$ cat src/rtl/cache_req_arbiter.sv
// rtl/cache_req_arbiter.sv - round-robin arbiter sharing one cache port between NREQ requesters
//
// Accepts one request at a time from NREQ requesters (round-robin from rr_ptr),
// issues it to the cache, waits for the response and routes rdata/hit back to the
// owning requester as a one-cycle pulse. Single outstanding transaction.
//
// Optional feature macro: CACHE_ARB_STATS_EN
//   defined     -> per-requester saturating grant counters and a saturating hit counter
//   not defined -> stat_grants_o / stat_hits_o tied to 0, stat_clr_i unused
//
// Ports:
//   clk_i, reset_i            clock, synchronous active-high reset
//   req_valid_i/req_ready_o   per-requester request / one-hot accept pulse
//   req_we_i/addr_i/wdata_i   per-requester payload, requester i at slice i
//   rsp_valid_o               one-hot, one-cycle response pulse to the owner
//   rsp_rdata_o/rsp_hit_o     response data and hit flag
//   c_req_valid_o/c_req_ready_i, c_we_o/c_addr_o/c_wdata_o   cache request side
//   c_rsp_valid_i/c_rsp_rdata_i/c_rsp_hit_i                  cache response side
//   stat_clr_i, stat_grants_o, stat_hits_o                   statistics

module cache_req_arbiter #(
    parameter int NREQ   = 2,
    parameter int ADDR_W = 8,
    parameter int DATA_W = 8,
    parameter int STAT_W = 16
) (
    input  logic                     clk_i,
    input  logic                     reset_i,
    input  logic [NREQ-1:0]          req_valid_i,
    output logic [NREQ-1:0]          req_ready_o,
    input  logic [NREQ-1:0]          req_we_i,
    input  logic [NREQ*ADDR_W-1:0]   req_addr_i,
    input  logic [NREQ*DATA_W-1:0]   req_wdata_i,
    output logic [NREQ-1:0]          rsp_valid_o,
    output logic [DATA_W-1:0]        rsp_rdata_o,
    output logic                     rsp_hit_o,
    output logic                     c_req_valid_o,
    input  logic                     c_req_ready_i,
    output logic                     c_we_o,
    output logic [ADDR_W-1:0]        c_addr_o,
    output logic [DATA_W-1:0]        c_wdata_o,
    input  logic                     c_rsp_valid_i,
    input  logic [DATA_W-1:0]        c_rsp_rdata_i,
    input  logic                     c_rsp_hit_i,
    input  logic                     stat_clr_i,
    output logic [NREQ*STAT_W-1:0]   stat_grants_o,
    output logic [STAT_W-1:0]        stat_hits_o
);

    localparam int IW = (NREQ > 1) ? $clog2(NREQ) : 1;

    localparam logic [1:0] ST_IDLE  = 2'd0;
    localparam logic [1:0] ST_ISSUE = 2'd1;
    localparam logic [1:0] ST_WAIT  = 2'd2;

    logic [1:0]        state_q, state_d;
    logic [IW-1:0]     rr_ptr_q, rr_ptr_d;
    logic [IW-1:0]     owner_q, owner_d;
    logic              c_we_q, c_we_d;
    logic [ADDR_W-1:0] c_addr_q, c_addr_d;
    logic [DATA_W-1:0] c_wdata_q, c_wdata_d;
    logic [NREQ-1:0]   rsp_valid_q, rsp_valid_d;
    logic [DATA_W-1:0] rsp_rdata_q, rsp_rdata_d;
    logic              rsp_hit_q, rsp_hit_d;

    logic              win_found;
    logic [IW-1:0]     win_idx;
    logic              sel_we;
    logic [ADDR_W-1:0] sel_addr;
    logic [DATA_W-1:0] sel_wdata;
    logic              rsp_fire;

    // Round-robin pick: first pending requester scanning upward from rr_ptr, wrapping.
    always_comb begin
        int idx;
        win_found = 1'b0;
        win_idx   = '0;
        for (int k = 0; k < NREQ; k++) begin
            idx = int'(rr_ptr_q) + k;
            if (idx >= NREQ) begin
                idx = idx - NREQ;
            end
            if (!win_found && req_valid_i[IW'(idx)]) begin
                win_found = 1'b1;
                win_idx   = IW'(idx);
            end
        end
    end

    // Payload mux for the winner, using constant slices only.
    always_comb begin
        sel_we    = 1'b0;
        sel_addr  = '0;
        sel_wdata = '0;
        for (int k = 0; k < NREQ; k++) begin
            if (win_idx == IW'(k)) begin
                sel_we    = req_we_i[k];
                sel_addr  = req_addr_i[k*ADDR_W +: ADDR_W];
                sel_wdata = req_wdata_i[k*DATA_W +: DATA_W];
            end
        end
    end

    // Accept pulse is combinational; suppressed while reset is asserted so that no
    // requester believes it was accepted in a cycle whose state update is discarded.
    always_comb begin
        req_ready_o = '0;
        if (state_q == ST_IDLE && win_found && !reset_i) begin
            req_ready_o = NREQ'(1) << win_idx;
        end
    end

    always_comb begin
        state_d     = state_q;
        rr_ptr_d    = rr_ptr_q;
        owner_d     = owner_q;
        c_we_d      = c_we_q;
        c_addr_d    = c_addr_q;
        c_wdata_d   = c_wdata_q;
        rsp_valid_d = '0;
        rsp_rdata_d = rsp_rdata_q;
        rsp_hit_d   = rsp_hit_q;
        rsp_fire    = 1'b0;

        case (state_q)
            ST_IDLE: begin
                // c_rsp_valid_i is deliberately ignored here.
                if (win_found) begin
                    owner_d   = win_idx;
                    c_we_d    = sel_we;
                    c_addr_d  = sel_addr;
                    c_wdata_d = sel_wdata;
                    state_d   = ST_ISSUE;
                end
            end
            ST_ISSUE: begin
                if (c_req_ready_i) begin
                    // A response arriving with the handshake completes the transaction.
                    if (c_rsp_valid_i) begin
                        rsp_fire = 1'b1;
                        state_d  = ST_IDLE;
                    end else begin
                        state_d  = ST_WAIT;
                    end
                end
            end
            ST_WAIT: begin
                if (c_rsp_valid_i) begin
                    rsp_fire = 1'b1;
                    state_d  = ST_IDLE;
                end
            end
            default: begin
                state_d = ST_IDLE;
            end
        endcase

        if (rsp_fire) begin
            rsp_valid_d = NREQ'(1) << owner_q;
            rsp_rdata_d = c_rsp_rdata_i;
            rsp_hit_d   = c_rsp_hit_i;
            rr_ptr_d    = (owner_q == IW'(NREQ - 1)) ? '0 : owner_q + IW'(1);
        end
    end

    always_ff @(posedge clk_i) begin
        if (reset_i) begin
            state_q     <= ST_IDLE;
            rr_ptr_q    <= '0;
            owner_q     <= '0;
            c_we_q      <= 1'b0;
            c_addr_q    <= '0;
            c_wdata_q   <= '0;
            rsp_valid_q <= '0;
            rsp_rdata_q <= '0;
            rsp_hit_q   <= 1'b0;
        end else begin
            state_q     <= state_d;
            rr_ptr_q    <= rr_ptr_d;
            owner_q     <= owner_d;
            c_we_q      <= c_we_d;
            c_addr_q    <= c_addr_d;
            c_wdata_q   <= c_wdata_d;
            rsp_valid_q <= rsp_valid_d;
            rsp_rdata_q <= rsp_rdata_d;
            rsp_hit_q   <= rsp_hit_d;
        end
    end

    assign c_req_valid_o = (state_q == ST_ISSUE);
    assign c_we_o        = c_we_q;
    assign c_addr_o      = c_addr_q;
    assign c_wdata_o     = c_wdata_q;
    assign rsp_valid_o   = rsp_valid_q;
    assign rsp_rdata_o   = rsp_rdata_q;
    assign rsp_hit_o     = rsp_hit_q;

`ifdef CACHE_ARB_STATS_EN
    logic [STAT_W-1:0] grants_q [NREQ];
    logic [STAT_W-1:0] hits_q;

    // Saturating counters; clear takes priority over a same-cycle increment.
    always_ff @(posedge clk_i) begin
        if (reset_i || stat_clr_i) begin
            for (int k = 0; k < NREQ; k++) begin
                grants_q[k] <= '0;
            end
            hits_q <= '0;
        end else begin
            for (int k = 0; k < NREQ; k++) begin
                if (req_ready_o[k] && grants_q[k] != '1) begin
                    grants_q[k] <= grants_q[k] + 1'b1;
                end
            end
            if (rsp_fire && c_rsp_hit_i && hits_q != '1) begin
                hits_q <= hits_q + 1'b1;
            end
        end
    end

    always_comb begin
        stat_grants_o = '0;
        for (int k = 0; k < NREQ; k++) begin
            stat_grants_o[k*STAT_W +: STAT_W] = grants_q[k];
        end
    end

    assign stat_hits_o = hits_q;
`else
    logic unused_stat_clr;

    assign unused_stat_clr = stat_clr_i;
    assign stat_grants_o   = '0;
    assign stat_hits_o     = '0;
`endif

endmodule

$ cat config.mk
export PLATFORM = sky130hd
export DESIGN_NAME = cache_req_arbiter
export DESIGN_NICKNAME = d
export VERILOG_FILES = /design/src/rtl/cache_req_arbiter.sv
export SDC_FILE = /design/constraint.sdc
export NUM_CORES = 1
export LEC_CHECK = 0
export CAP_MARGIN = 20
export CORE_MARGIN = 2
export CORE_UTILIZATION = 37
export CTS_CLUSTER_DIAMETER = 80
export DETAILED_ROUTE_END_ITERATION = 6
export PLACE_DENSITY = 0.85
export SLEW_MARGIN = 20
export SYNTH_ARGS = -nofsm -noshare
export SYNTH_HDL_FRONTEND = slang
export SYNTH_SLANG_ARGS = --single-unit
export TNS_END_PERCENT = 30
$ cat constraint.sdc
create_clock -name clk_i -period 2.8 [get_ports clk_i]
set_clock_uncertainty 0.15 [all_clocks]
set_input_delay 0.28 -clock clk_i [delete_from_list [all_inputs] [get_ports clk_i]]
set_output_delay 0.28 -clock clk_i [all_outputs]
set_load 0.005 [all_outputs]
## Word-level counts from Yosys, hierarchy flattened

Cells that the tools add are included.

| word-level totals | value |
|---|---|
| bits in registers | 32 |
| latch bits | 0 |
| memory bits (writable) | 0 |
| bits in read-only memories | 0 |
| input bits | 50 |
| output and inout port bits | 79 |
| memories | 0 |

| cells by class | value |
|---|---|
| add/sub/neg operators | 4 |
| $mul | 0 |
| div/mod/pow operators | 0 |
| magnitude comparators | 4 |
| eq/ne operators | 5 |
| shift-type cells | 2 |
| multiplexer cells | 23 |
| bitwise logic cells | 1 |
| reduce and logical (&&, ||, !) cells | 9 |

Operator list:

| kind | number |
|---|---|
| $mux W8 | 2 |
| $mux W1 | 14 |
| $mux W2 | 5 |
| $lt A1 B3 Y1 const B | 2 |
| $pmux W2 S3 | 1 |
| $ne A2 B2 Y1 const B | 2 |
| $shl A1 B1 Y2 const A | 2 |
| $logic_and A1 B1 Y1 | 3 |
| $reduce_and A3 Y1 | 1 |
| $add A1 B1 Y2 const B | 1 |
| $eq A2 B1 Y1 const B | 1 |
| $eq A2 B2 Y1 const B | 1 |
| $ge A1 B2 Y1 const B | 1 |
| $ge A2 B2 Y1 const B | 1 |
| $logic_not A1 Y1 | 2 |
| $logic_not A2 Y1 | 1 |
| $ne A2 B1 Y1 const B | 1 |
| $pmux W1 S2 | 1 |
| $reduce_and A2 Y1 | 1 |
| $reduce_or A2 Y1 | 1 |
| $sub A1 B1 Y1 const B | 2 |
| $add A1 B1 Y1 const B | 1 |
| $not A1 Y1 | 1 |

## Depth between registers and ports, before layout

| depth | value |
|---|---|
| depth after elaboration | 12 |
| depth in mapped cells | 7 |
| depth with buffers taken out | 5 |

## Worst setup path before layout

Ideal clock, no wire load.

| path | value |
|---|---|
| path kind | register -> output |
| start | register state_q[0] |
| end | output req_ready_o[1] |
| data arrival time | 1283 ps |
| data required time | 2370 ps |
| slack | 1087 ps |
| stages on the path, launching flop included | 7 |
| path buffers | 2 |
| path through | dfxtp_1 -> inv_1 -> ha_1 -> and2_2 -> buf_4 -> buf_4 -> and3_1 |

| on the way | value |
|---|---|
| longest elaborated chain between the ends | 4 |

RTL lines:

| element | RTL line | text |
|---|---|---|
| from (decl) | 56 | `logic [1:0] state_q, state_d;` |
| from (signal assigned) | 178 | `state_q <= state_d;` |
| $logic_not A2 Y1 | 108 | `if (state_q == ST_IDLE && win_found && !reset_i) begin` |
| $logic_and A1 B1 Y1 (2 in a row) | 108 |  |
| $mux W2 | 108 |  |
| to (decl) | 30 | `output logic [NREQ-1:0] req_ready_o,` |

No other way between the ends.

## Final worst setup path

Same ends and word-level chain as after synthesis.

==> out/qor.csv <==
stage;metric;value;unit
synth;synth_area;0.001788;sq mm
layout;fillers;447;
run_status;outcome;complete, no violations;
synth;yosysWarningCount;0;
synth;synth-edff-count;0;
floorplan;rows;25;
floorplan;die_area;0.005404;sq mm
synth;avgSynthCellArea;8.851;sq um
setup_path;end_kind;output pin;
synth;ys.flop_type;dfxtp_1;
synth;synthCells;202;
grt;grt_overflow_total;0;
run;maxCapViolations;0;
sta;hold_viol_final;0;
clock_tree;cts_setup_buffers;0;
power_and_ir_drop;combPwrFrac;0.346;
detailed_routing;vias;1447;
detailed_routing;routedWlPerCell;10.90;microns
sta;finalCriticalPeriod;2.195;ns
clock_tree;clockRootBuffer;clkbuf_8;
clock_tree;htreeDepth;2;
synth;synth.largest_area_cell;dfxtp_1;
placed_design;placed_area;0.002429;sq mm
synth;synthTopCellsByArea;dfxtp_1 (36%), buf_4 (22%), mux2i_1 (16%);
clock_tree;max-clock-path-buffers;2;
detailed_routing;wl;3653;microns
grt;antenna_found_initial;0;
clock_tree;hold_buffers;0;
sta;maxSlewViolCount;0;
power_and_ir_drop;p_leak;1.013;nW
setup_path;crit_family;buffers and inverters;
synth;ys_seq_area_frac;0.3583;
setup_path;critPathMaxFanout;4;
setup_path;path_buf_inv;2;
sta;fmax;455.6;MHz
setup_path;max_stage_delay;0.43;ns
min_path;whs_path_depth;2;
power_and_ir_drop;internal_power;1.009;mW
setup_path;crit_chain;inv_1, ha_1, and2_2, and3_1, clkdlybuf4s50_1;
clock_tree;numCtsBuffers;5;
floorplan;initial_core_util;0.3811;
floorplan;die_height;73.52;microns
grt;grt_pass1_wl;5706;microns
power_and_ir_drop;pwr-share-seq;0.400;
setup_path;worstPathRequired;2.37;ns
sta;tightest_slew;0.5035;ns
sta;timing.final.crit_share;0.7839;
clock_tree;clk_latency;0.28;ns
sta;rsz0062_at_grt;false;
layout;syn2layout_area_growth;40.87;%
layout;stdcell_area;0.002519;sq mm
synth;synthArstFlopShare;0;
floorplan;core_area;0.004692;sq mm
layout;layout.nets;335;
power_and_ir_drop;ir_worst_vdd;0.0002780;V
synth;ys_types;20;
layout;stdcell_count;335;
layout;layout-drive-gt1-share;0.04270;
clock_tree;path_clk_slew;0.06;ns
setup_path;r2r_cells;4;
synth;yosysMostFrequentCell;buf_4;
layout;regArea;640.6;sq um
grt;first_global_vias;1345;
grt;grt_start_max_net_pins;36;
synth;yosys.area.top_type_share;0.3583;
setup_path;cp.depth;5;
detailed_routing;dr.pass1.iters;4;
min_path;min_path_type;flip-flop to flip-flop;
sta;relSlewSlack;0.6643;
sta;finalSetupViolations;0;
detailed_routing;drc;0;
synth;ys_ff_latch;32;
grt;grt_use_total;0.1364;
synth;synthTopCellsByCount;buf_4 (52), dfxtp_1 (32), mux2i_1 (28);
setup_path;crit_type;flip-flop to output pin;
setup_path;cp_slowest_cell;clkdlybuf4s50_1;
power_and_ir_drop;switchingPower;0.4105;mW
setup_path;arrival;1.76;ns
power_and_ir_drop;p_sw_frac;0.2892;
layout;antenna_cells;0;
placed_design;dpl.hpwl;2894;microns
placed_design;port_buffers;78;
sta;fin_setup_tns;0;ns
placed_design;gp_congestion;0.7432;
floorplan;die_w;73.52;microns
detailed_routing;final_antenna_net_count;0;
detailed_routing;vias_per_cell;4.319;
layout;multi_input_area;879.6;sq um
clock_tree;cts_tree;yes;
placed_design;dp_cells;327;
setup_path;cp-start-kind;flip-flop;
clock_tree;cts_resized;0;
detailed_routing;drt_iter0_markers;38;
power_and_ir_drop;p_clk_frac;0.254;
power_and_ir_drop;power_density;563.5;mW/mm^2
clock_tree;cts.sinks;32;
floorplan;ios;129;
[sequential cells by signal (all words and copies together) (netlist names)]
| signal | flops |
|---|---|
| c_addr_o | 8 |
| rsp_rdata_o | 8 |
| rr_ptr_q | 1 |
| owner_q | 1 |
| rsp_hit_o | 1 |
| c_we_o | 1 |
| c_wdata_o | 8 |
| state_q | 2 |
| rsp_valid_o | 2 |
[power groups by stage]
| stage | sequential (mW) | combinational (mW) | clock, mW |
|---|---|---|---|
| 2_1_floorplan | 0.580 | 0.306 | 0 |
| 3_3_place_gp | 0.575 | 0.485 | 0 |
| 3_5_place_dp | 0.579 | 0.495 | 0 |
| 4_1_cts | 0.569 | 0.497 | 0.372 |
| 5_1_grt | 0.579 | 0.553 | 0.394 |
| 6_report | 0.567 | 0.491 | 0.361 |
[tightest hold or removal path, cell delays in order (launching register included)]
cell and delay, ns:
dfxtp_1 0.31, nand2_1 0.05, mux2i_1 0.05
[kinds of logic after synthesis]
group | share of synthesized area
buf+inv | 0.2484
simple gates | 0.1127
flops | 0.3583
mux | 0.1568
compound gates | 0.08677
fa+ha+maj | 0.03499
other cells | 0.002097
[cells in the final DEF (no fill, tap or decap)]
| cell | n |
|---|---|
| dfxtp_1 | 32 |
| nor2_1 | 18 |
| and2_2 | 1 |
| o21bai_1 | 1 |
| nor3_1 | 1 |
| a211oi_1 | 17 |
| nand2_1 | 26 |
| clkbuf_8 | 6 |
| nand3_1 | 1 |
| inv_1 | 6 |
| buf_4 | 5 |
| a21oi_1 | 2 |
| clkbuf_1 | 2 |
| nor4_1 | 1 |
| conb_1 | 48 |
| mux2i_1 | 28 |
| clkdlybuf4s50_1 | 78 |
| and3_1 | 2 |
| a222oi_1 | 1 |
| ha_1 | 5 |
[worst paths after layout]
path                                startpoint              to  slack (ns)
worst max register to register      state_q[0]      state_q[1]        1.12
worst min register to register  rsp_rdata_o[1]  rsp_rdata_o[1]        0.31
worst min-delay path            rsp_rdata_o[1]  rsp_rdata_o[1]        0.31
worst max-delay path                state_q[0]  req_ready_o[1]        0.61
[metal layers]
metal / vias to the layer above / global-route usage / share of wire
met5: - / 0 / 0
met1: 638 / 0.1380 / 0.40
li1: 731 / - / -
met3: 5 / 0.06859 / 0.10
met4: 0 / 0.04242 / 0.0068
met2: 73 / 0.2431 / 0.49
[area by class of cell]
| class | count | share of cell area |
|---|---|---|
| Timing Repair Buffer | 83 | 0.3249 |
| Multi-Input combinational cell | 152 | 0.3492 |
| Tap cell | 54 | 0.02683 |
| Inverter | 6 | 0.008942 |
| Clock buffer | 8 | 0.03577 |
| Sequential cell | 32 | 0.2543 |
[per-stage QoR]
stage | util | power, mW | setup slack (ns) | hold slack [ns]
floorplan | - | 0.8860 | 1.087 | 0.2172
global placement | 0.5176 | 1.060 | 0.7384 | 0.2906
detailed placement | 0.5176 | 1.074 | 0.7386 | 0.2968
CTS | 0.5368 | 1.438 | 0.5865 | 0.3116
global route | 0.5368 | 1.525 | 0.4725 | 0.3350
finish | 0.5368 | 1.419 | 0.6050 | 0.3072
No activity file was read; power rests on OpenSTA's default activity.
